===== config.mk =====
export PLATFORM = sky130hd
export DESIGN_NAME = food_gen
export DESIGN_NICKNAME = d
export VERILOG_FILES = /design/src/rtl/food_gen.sv
export SDC_FILE = /design/constraint.sdc
export NUM_CORES = 1
export LEC_CHECK = 0
export ABC_AREA = 1
export CAP_MARGIN = 25
export CORE_ASPECT_RATIO = 2
export CORE_MARGIN = 2
export CORE_UTILIZATION = 30
export CTS_BUF_LIST = sky130_fd_sc_hd__clkbuf_8
export DETAILED_ROUTE_END_ITERATION = 8
export GPL_TIMING_DRIVEN = 0
export PLACE_DENSITY = 0.52
export SYNTH_ARGS = -nofsm -noshare
export SYNTH_HDL_FRONTEND = slang
export SYNTH_SLANG_ARGS = --single-unit

===== constraint.sdc =====
create_clock -name clk -period 1.6 [get_ports clk]
set_input_delay 0.32 -clock clk [delete_from_list [all_inputs] [get_ports clk]]
set_output_delay 0.32 -clock clk [all_outputs]
set_load 0.02 [all_outputs]

===== src/rtl/food_gen.sv =====
// ---------------------------------------------------------------------------
// food_gen -- apple placement and eat detection for the tile-based snake game.
//
// A free-running 16-bit Fibonacci LFSR supplies candidate tile coordinates.
// While placing, one candidate is tried per cycle and accepted when it lies
// inside the playfield and is not under the snake head; after MAX_TRY
// consecutive rejects a fixed corner tile is used instead. Once placed, the
// food waits until the head reaches it during PLAY, then requests ADD_LEN
// cycles of growth, bumps the score and goes back to placing.
//
// Ports
//   clk          system clock, all state on the rising edge
//   rst_n        synchronous active-low reset (priority over game_status)
//   game_status  00 RESTART, 10 PLAY, 11 DIE (01 behaves as DIE)
//   head_x/_y    snake head tile column/row
//   pos_x/_y     current VGA pixel; tile index is bits [9:4]
//   add_cube     grow request, held ADD_LEN cycles per apple eaten
//   food_x/_y    food tile column/row
//   food_valid   food is placed and can be eaten
//   food_show    current pixel lies on the food tile (combinational)
//   score        apples eaten, saturates at 99
// ---------------------------------------------------------------------------
module food_gen #(
  parameter logic [15:0] SEED    = 16'hACE1,
  parameter int          ADD_LEN = 4,
  parameter int          MAX_TRY = 64
) (
  input  logic       clk,
  input  logic       rst_n,
  input  logic [1:0] game_status,
  input  logic [5:0] head_x,
  input  logic [5:0] head_y,
  input  logic [9:0] pos_x,
  input  logic [9:0] pos_y,
  output logic       add_cube,
  output logic [5:0] food_x,
  output logic [5:0] food_y,
  output logic       food_valid,
  output logic       food_show,
  output logic [6:0] score
);

  localparam int TRY_W = $clog2(MAX_TRY + 1);

  localparam logic [1:0] GS_RESTART = 2'b00;
  localparam logic [1:0] GS_PLAY    = 2'b10;

  localparam logic [5:0] X_MAX     = 6'd38;
  localparam logic [5:0] Y_MAX     = 6'd28;
  localparam logic [6:0] SCORE_MAX = 7'd99;

  typedef enum logic [1:0] {
    ST_PLACE  = 2'd0,
    ST_ACTIVE = 2'd1,
    ST_EAT    = 2'd2
  } state_e;

  state_e           state_q, state_d;
  logic [15:0]      lfsr_q, lfsr_d;
  logic [TRY_W-1:0] try_q, try_d;
  logic [3:0]       len_q, len_d;
  logic             add_q, add_d;
  logic             valid_q, valid_d;
  logic [5:0]       fx_q, fx_d;
  logic [5:0]       fy_q, fy_d;
  logic [6:0]       score_q, score_d;

  logic [5:0] cand_x;
  logic [5:0] cand_y;
  logic       cand_ok;
  logic       head_on_food;

  // Taps 16,14,13,11 in the right-shifting Fibonacci form: feedback enters at
  // bit 15 and is the XOR of bits 0, 2, 3 and 5.
  assign lfsr_d = {lfsr_q[0] ^ lfsr_q[2] ^ lfsr_q[3] ^ lfsr_q[5], lfsr_q[15:1]};

  // The LFSR runs in every game state; only rst_n reseeds it, so a RESTART
  // does not replay the same apple sequence.
  always_ff @(posedge clk) begin
    if (!rst_n) lfsr_q <= SEED;
    else        lfsr_q <= lfsr_d;
  end

  assign cand_x  = lfsr_q[5:0];
  assign cand_y  = {1'b0, lfsr_q[12:8]};
  assign cand_ok = (cand_x >= 6'd1) && (cand_x <= X_MAX) &&
                   (cand_y >= 6'd1) && (cand_y <= Y_MAX) &&
                   !((cand_x == head_x) && (cand_y == head_y));

  assign head_on_food = (head_x == fx_q) && (head_y == fy_q);

  always_comb begin
    // NOTE: every next-state signal takes its hold value first, so paths that
    // do not assign it (DIE, waiting states) cannot infer a latch.
    state_d = state_q;
    try_d   = try_q;
    len_d   = len_q;
    add_d   = add_q;
    valid_d = valid_q;
    fx_d    = fx_q;
    fy_d    = fy_q;
    score_d = score_q;

    if (game_status == GS_RESTART) begin
      state_d = ST_PLACE;
      try_d   = '0;
      len_d   = '0;
      add_d   = 1'b0;
      valid_d = 1'b0;
      fx_d    = '0;
      fy_d    = '0;
      score_d = '0;
    end else if (game_status == GS_PLAY) begin
      unique case (state_q)
        ST_PLACE: begin
          if (cand_ok) begin
            fx_d    = cand_x;
            fy_d    = cand_y;
            valid_d = 1'b1;
            try_d   = '0;
            state_d = ST_ACTIVE;
          end else if (try_q == TRY_W'(MAX_TRY - 1)) begin
            // Out of draws: take a corner tile, the opposite one if the head
            // already sits on the first.
            if (head_x == 6'd1 && head_y == 6'd1) begin
              fx_d = X_MAX;
              fy_d = Y_MAX;
            end else begin
              fx_d = 6'd1;
              fy_d = 6'd1;
            end
            valid_d = 1'b1;
            try_d   = '0;
            state_d = ST_ACTIVE;
          end else begin
            try_d = try_q + TRY_W'(1);
          end
        end
        ST_ACTIVE: begin
          if (valid_q && head_on_food) begin
            add_d   = 1'b1;
            valid_d = 1'b0;
            len_d   = 4'd1;
            state_d = ST_EAT;
            if (score_q != SCORE_MAX) score_d = score_q + 7'd1;
          end
        end
        ST_EAT: begin
          // len_q counts cycles add_cube has already been high.
          if (len_q == 4'(ADD_LEN)) begin
            add_d   = 1'b0;
            len_d   = '0;
            state_d = ST_PLACE;
          end else begin
            len_d = len_q + 4'd1;
          end
        end
        default: state_d = ST_PLACE;
      endcase
    end
    // Any other status (DIE, 01) holds everything except the LFSR.
  end

  // NOTE: state registers use non-blocking assignments so every flop samples
  // the pre-edge values of the others, independent of statement order.
  always_ff @(posedge clk) begin
    if (!rst_n) begin
      state_q <= ST_PLACE;
      try_q   <= '0;
      len_q   <= '0;
      add_q   <= 1'b0;
      valid_q <= 1'b0;
      fx_q    <= '0;
      fy_q    <= '0;
      score_q <= '0;
    end else begin
      state_q <= state_d;
      try_q   <= try_d;
      len_q   <= len_d;
      add_q   <= add_d;
      valid_q <= valid_d;
      fx_q    <= fx_d;
      fy_q    <= fy_d;
      score_q <= score_d;
    end
  end

  assign add_cube   = add_q;
  assign food_x     = fx_q;
  assign food_y     = fy_q;
  assign food_valid = valid_q;
  assign score      = score_q;

  assign food_show = valid_q && (pos_x < 10'd640) && (pos_y < 10'd480) &&
                     (pos_x[9:4] == fx_q) && (pos_y[9:4] == fy_q);

endmodule


==> metrics.cfg, run 1 <==
[worst_setup_path]
endpoint_kind = primary output
start_kind = primary input
crit_type = in2out
path_max_fanout = 3
arrival_ns = 1.46
critPathRequiredTime_ns = 1.28

[global_routing]
antenna_found_initial = 0
grt_max_degree = 15
grt_pass1_vias = 3052
grt_pass1_wl_um = 14000
grt_overflow = 0
track_usage_pct = 17.7

[place]
dpl_cell_area_sq_um = 3420
place_hpwl_um = 6520
place_ws_ns = -0.856
portBuffers = 47
place_congestion = 0.916

[layout]
num-nets-final = 566
finish.utilization_pct = 46.3
final_cell_area_sq_um = 4290
multi_input_area_sq_um = 1960
drive_above_1_share_pct = 36.1
antenna_cells = 0
n_fill_cell = 979
syn_to_final_growth_pct = 52.8
seqCellArea_sq_um = 1020

[clocking]
numCtsBuffers = 5
clock_latency_ns = 0.32
cts_sinks = 49
cts_tree = yes
cts.htree.levels = 2
path_clk_slew_ns = 0.09
cts_root_buf = clkbuf_8
ctsLongestPathBuffers = 2

[synthesis]
syn_avg_cell_area_sq_um = 6.41
synthArstFlopShare_pct = 0
syn_inst = 438
synth-edff-count = 0
synth-seq-cells = 49
ys_warn_count = 0
netlist_area_sq_um = 2810
syn-num-nets = 478
synthFlopType = dfxtp_1
yosysUniqueCellTypes = 39
ys_seq_area_share_pct = 34.9

[routing]
route.detailed.drc = 0
firstDrtPassIters = 4
vias_per_cell = 4.80
drt_iter0_drc = 96
wl_per_cell_um = 13.8
ant_nets = 0
drt_wl_total_um = 8710
num_vias = 3027

[power_and_ir_drop]
p_leak_nw = 2.04
power.density_nw_per_um2 = 635
max-vdd-ir-drop_mv = 0.477
power.total_mw = 2.72

[timing]
setup_ws_ns = -0.178
rsz0062_at_grt = true
final_hold_viol_count = 0
fmax_ghz = 0.562
setup_viol = 14
period_share_pct = 111
finalMaxSlewViolations = 0
timing.final.crit_period_ns = 1.78
skew_ns = 0.0115
holdWs_ns = 0.337

[floorplanning]
fp.dieW_um = 72.4
core_sq_um = 9260
rows = 50
die_area_sq_um = 10200
initial_core_util_pct = 30.3
io_pins = 58
die_height_um = 141

[outcome]
failed_checks = setup timing
status = finished with violations

[min_path]
min_path_type = in2reg

[flow_run]
cap_violations = 0

-- cells by family after synthesis --
family | count (synthesis) | synth area share, %
adders and majority gates | 4 | 1.78
AOI/OAI and AO/OA | 45 | 8.96
DFF | 49 | 34.9
xor gates and xnor gates | 13 | 4.06
and+or+nand+nor | 244 | 38.4
buffers and inverters | 82 | 11.7
other | 1 | 0.134
-- worst paths after layout --
check / from / to / slack [ns] / depth (start not counted)
hold reg to reg: lfsr_q[6]$_SDFF_PN1_ / lfsr_q[5]$_SDFF_PN1_ / 0.41 / 2
setup reg to reg: food_y[0]$_SDFFE_PP0P_ / score[0]$_SDFFE_PP0P_ / -0.08 / 12
hold / removal: rst_n / lfsr_q[3]$_SDFF_PN0_ / 0.34 / 3
setup / recovery: pos_y[6] / food_show / -0.18 / 6
-- cells in the mapped netlist (all sizes together) (3+ instances only) --
library cell	count	area share, %
buf	5	1.3
o21ai	15	2.7
a21oi	18	3.2
xnor2	8	2.5
nand3b	4	1.1
xor2	5	1.6
dfxtp	49	35
ha	4	1.8
nand3	25	4.9
o22ai	5	1.1
inv	73	9.8
nand2	135	19
nor2	51	7.6
nand4	11	2.5
nor3	12	2.3
o211ai	3	0.80
-- flip-flops by register name (all words and copies together) (netlist names), 2 cells and up --
register and flops:
state_q 2, lfsr_q 16, score 7, len_q 4
food_x 6, try_q 7, food_y 5
-- through the flow --
stage / TNS [ns] / instances
2_1_floorplan: 0 / 438
3_3_place_gp: -18.24 / 589
3_5_place_dp: -18.37 / 589
4_1_cts: -0.462 / 620
5_1_grt: -2.88 / 630
6_report: -0.371 / 630
-- metal layers --
layer	wire (um)	global-route usage, %	share of wire, %	vias to the layer above
met5	0	0	0	-
met4	356	9.84	4.1	0
met3	252	2.93	2.9	28
met2	4860	33.0	56	70
met1	3250	17.8	37	1372
li1	-	-	-	1557
-- repair_timing --
item                                    in CTS  in global routing
gates resized for setup                    131                100
pin swaps                                   33                 37
endpoints found under the setup margin      53                 34
cloned                                       3                  0
endpoints found under the hold margin        0                  0
setup buffers                               21                 10
hold buffers                                 0                  0
-- worst max-delay path, stage by stage --
cell	delay, ns
clkdlybuf4s50_1	0.47
inv_2	0.05
a221oi_2	0.22
nand4_1	0.13
nor2_2	0.14
buf_6	0.12
-- area by class of cell --
| class | instances | area share [%] |
|---|---|---|
| inverter | 75 | 6.86 |
| buffer | 7 | 1.34 |
| tap | 104 | 3.03 |
| clock buffer | 6 | 1.93 |
| multi-input combinational | 308 | 45.7 |
| sequential | 49 | 23.7 |
| clock inverter | 1 | 0.175 |
| timing repair buffer | 80 | 17.2 |
-- layout by cell type (no fill, tap or decap), types with 5 or more instances in the layout --
cell	count
nand2_2	20
buf_4	26
dfxtp_1	27
a21oi_2	10
inv_2	20
nor2_1	26
dlygate4sd2_1	38
nand2_1	103
o21ai_2	7
buf_6	6
xor2_1	5
nor2_4	13
nor3_1	8
xnor2_1	7
nand4_1	11
a21oi_1	8
inv_1	50
dfxtp_2	18
clkbuf_8	6
nor2_2	12
nand3_1	19
nand2_4	11
-- power by group --
part           switching, mW  total (mW)  internal [mW]
Clock                  0.439       0.782          0.343
Sequential            0.0410        1.30           1.26
Combinational          0.372       0.636          0.264
Total                  0.852        2.72           1.87
Power figures use the tool's default switching activity.
==> run 2: changes to the inputs <==
--- a/config.mk
+++ b/config.mk
@@ -17,3 +17,4 @@
 export SYNTH_ARGS = -nofsm -noshare
 export SYNTH_HDL_FRONTEND = slang
 export SYNTH_SLANG_ARGS = --single-unit
+export TNS_END_PERCENT = 20
==> run 2 against run 1 <==
Effect of this change: the run still ends with setup timing left; final cell count decreased by 0.79%; clock skew increased by 0.0041 ns; via count decreased by 2.3%; die area unchanged; first-iteration DRC count increased by 61%; non-clock buffer count decreased by 5; worst hold slack got worse by 0.00092 ns; clock-buffer cell count decreased by 1; largest cell class unchanged.
==> metrics.cfg, run 2 (synthesis results as in run 1) <==
[outcome]
status = finished with violations
failed_checks = setup timing

[timing]
fmax_ghz = 0.564  ; +0.24%
final_hold_viol_count = 0  ; unchanged
timing.final.crit_period_ns = 1.77  ; -0.00420 ns
skew_ns = 0.0156  ; +0.00411 ns
period_share_pct = 111  ; -0.26 points
finalMaxSlewViolations = 0  ; unchanged
rsz0062_at_grt = true
setup_viol = 10  ; -4
setup_ws_ns = -0.174  ; +0.00420 ns

[layout]
n_fill_cell = 992  ; +1.3%
multi_input_area_sq_um = 1750  ; -11%
drive_above_1_share_pct = 27.4  ; -8.7 points
final_cell_mix = 120 x nand2_1, 50 x inv_1, 39 x dlygate4sd2_1, 35 x nor2_1, 33 x dfxtp_1
largest_register = lfsr_q
final_common_cell = nand2_1
num-nets-final = 561  ; -0.88%
antenna_cells = 0  ; unchanged
final_cell_area_sq_um = 4000  ; -6.7%
largest_reg_flops = 16  ; unchanged
final_cells = 625  ; -0.79%
seqCellArea_sq_um = 1010  ; -0.98%
syn_to_final_growth_pct = 42.5
finish.utilization_pct = 43.2  ; -3.1 points

[clocking]
cts_root_buf = clkbuf_8
cts.htree.levels = 2  ; unchanged
clock_latency_ns = 0.32  ; about the same
cts_hold_buf = 0  ; unchanged
path_clk_slew_ns = 0.09  ; about the same
numCtsBuffers = 5  ; unchanged
cts_tree = yes
ctsLongestPathBuffers = 2  ; unchanged
cts_sinks = 49  ; unchanged

[worst_setup_path]
crit_end = food_show
crit_family = buffers and inverters
r2r_cells = 11  ; -1
r2r-end = food_x[5]$_SDFFE_PP0P_
reg2reg_slack_ns = -0.09  ; about the same
startpoint = pos_y[8]
path_max_fanout = 3  ; unchanged
crit_type = in2out
slowest_delay_ns = 0.47  ; about the same
crit_buf_inv = 3  ; unchanged
r2r-start = lfsr_q[5]$_SDFF_PN1_
start_kind = primary input
endpoint_kind = primary output
cp_cell_sequence = clkdlybuf4s50_1 -> inv_2 -> a221oi_2 -> o211ai_1 -> nor2_1 -> buf_4
critPathRequiredTime_ns = 1.28  ; about the same
crit_cells = 6  ; unchanged
arrival_ns = 1.45  ; about the same
worst_path_max_delay_cell = clkdlybuf4s50_1

[global_routing]
grt_pass1_wl_um = 13800  ; -0.99%
grt_overflow = 0  ; unchanged
track_usage_pct = 17.6  ; -0.030 points
grt_max_degree = 15  ; unchanged
antenna_found_initial = 0  ; unchanged
grt_pass1_vias = 2918  ; -4.4%

[power_and_ir_drop]
p_leak_nw = 1.99  ; -2.6%
power.total_mw = 2.77  ; +1.7%
max-vdd-ir-drop_mv = 0.499  ; +4.7%
power.density_nw_per_um2 = 692  ; +9.0%

[routing]
drt_wl_total_um = 8700  ; -0.15%
num_vias = 2957  ; -2.3%
wl_per_cell_um = 13.9  ; +0.65%
ant_nets = 0  ; unchanged
route.detailed.drc = 0  ; unchanged
drt_iter0_drc = 155  ; +61%
firstDrtPassIters = 4  ; unchanged
vias_per_cell = 4.73  ; -1.5%

[floorplanning]
io_pins = 58  ; unchanged
fp.dieW_um = 72.4  ; unchanged
die_height_um = 141  ; unchanged
rows = 50  ; unchanged
core_sq_um = 9260  ; unchanged
die_area_sq_um = 10200  ; unchanged
initial_core_util_pct = 30.3  ; unchanged

[place]
portBuffers = 47  ; unchanged
place_hpwl_um = 6490  ; -0.45%
dpl_cell_area_sq_um = 3410  ; about the same
dp_cells = 589  ; unchanged
place_congestion = 0.865  ; -5.6%

[min_path]
min_path_type = in2reg

[flow_run]
cap_violations = 0  ; unchanged

run 2: changes by cell type in the layout (fill, tap and decap cells not counted), moves of 5 or more:
cell     change
nand2_4      -7
dfxtp_1      +6
nor2_1       +9
dfxtp_2      -5
a21oi_2      -7
nor2_4       -8
nand2_2      -9
nand2_1     +17
a21oi_1      +7
run 2: final cells by class:
class	count	share of cell area [%]
Multi-Input combinational cell	308	43.7
Timing Repair Buffer	75	16.7
Clock buffer	5	1.72
Tap cell	104	3.25
Clock inverter	2	0.876
Buffer	7	1.38
Sequential cell	49	25.2
Inverter	75	7.16
run 2: repair_timing:
action | in CTS | in global routing
gates cloned | 0 | 1
resized for setup | 117 | 41
buffers inserted | 20 | 8
pin swaps | 20 | 24
setup endpoints to repair | 53 | 35
run 2: through the flow:
step           worst slack [ns]  setup TNS [ns]  hold slack (ns)
2_1_floorplan           -0.0536         -0.0536            0.380
3_3_place_gp             -0.840          -18.42            0.393
3_5_place_dp             -0.826          -18.43            0.386
4_1_cts                  -0.209          -0.785            0.334
5_1_grt                  -0.272           -2.83            0.337
6_report                 -0.174          -0.456            0.336
run 2: how the worst min path moves through the flow:
stage / from / to / slack [ns] / cells past startpoint
2_1_floorplan: lfsr_q[14]$_SDFF_PN0_ / lfsr_q[13]$_SDFF_PN1_ / 0.38 / 2
3_3_place_gp: lfsr_q[7]$_SDFF_PN1_ / lfsr_q[6]$_SDFF_PN1_ / 0.39 / 2
3_5_place_dp: lfsr_q[7]$_SDFF_PN1_ / lfsr_q[6]$_SDFF_PN1_ / 0.39 / 2
4_1_cts: rst_n / lfsr_q[4]$_SDFF_PN0_ / 0.33 / 3
5_1_grt: rst_n / lfsr_q[2]$_SDFF_PN0_ / 0.34 / 3
6_report: rst_n / lfsr_q[4]$_SDFF_PN0_ / 0.34 / 3
run 2: tightest hold or removal path, stage by stage:
cell and delay [ns]:
buf_2 0.18, nand2_1 0.09, inv_1 0.03
run 2: routing by layer:
| metal | vias up | GRT usage (%) | share of wire (%) |
|---|---|---|---|
| met5 | - | 0 | 0 |
| met4 | 0 | 9.84 | 4.2 |
| met3 | 20 | 2.72 | 2.8 |
| met2 | 62 | 32.4 | 55 |
| met1 | 1332 | 18.4 | 38 |
| li1 | 1543 | - | - |
run 2: report_power, final:
part | internal, mW | switching (mW)
registers | 1.26 | 0.0399
logic | 0.235 | 0.334
clock network | 0.455 | 0.441
==> run 3: changes to the inputs <==
--- a/config.mk
+++ b/config.mk
@@ -6,7 +6,7 @@
 export NUM_CORES = 1
 export LEC_CHECK = 0
 export ABC_AREA = 1
-export CAP_MARGIN = 25
+export CAP_MARGIN = 40
 export CORE_ASPECT_RATIO = 2
 export CORE_MARGIN = 2
 export CORE_UTILIZATION = 30
@@ -14,6 +14,7 @@
 export DETAILED_ROUTE_END_ITERATION = 8
 export GPL_TIMING_DRIVEN = 0
 export PLACE_DENSITY = 0.52
+export SLEW_MARGIN = 10
 export SYNTH_ARGS = -nofsm -noshare
 export SYNTH_HDL_FRONTEND = slang
 export SYNTH_SLANG_ARGS = --single-unit
==> results of run 3 <==
Same layout as run 2: the final DEF is identical, and so are final timing and power.
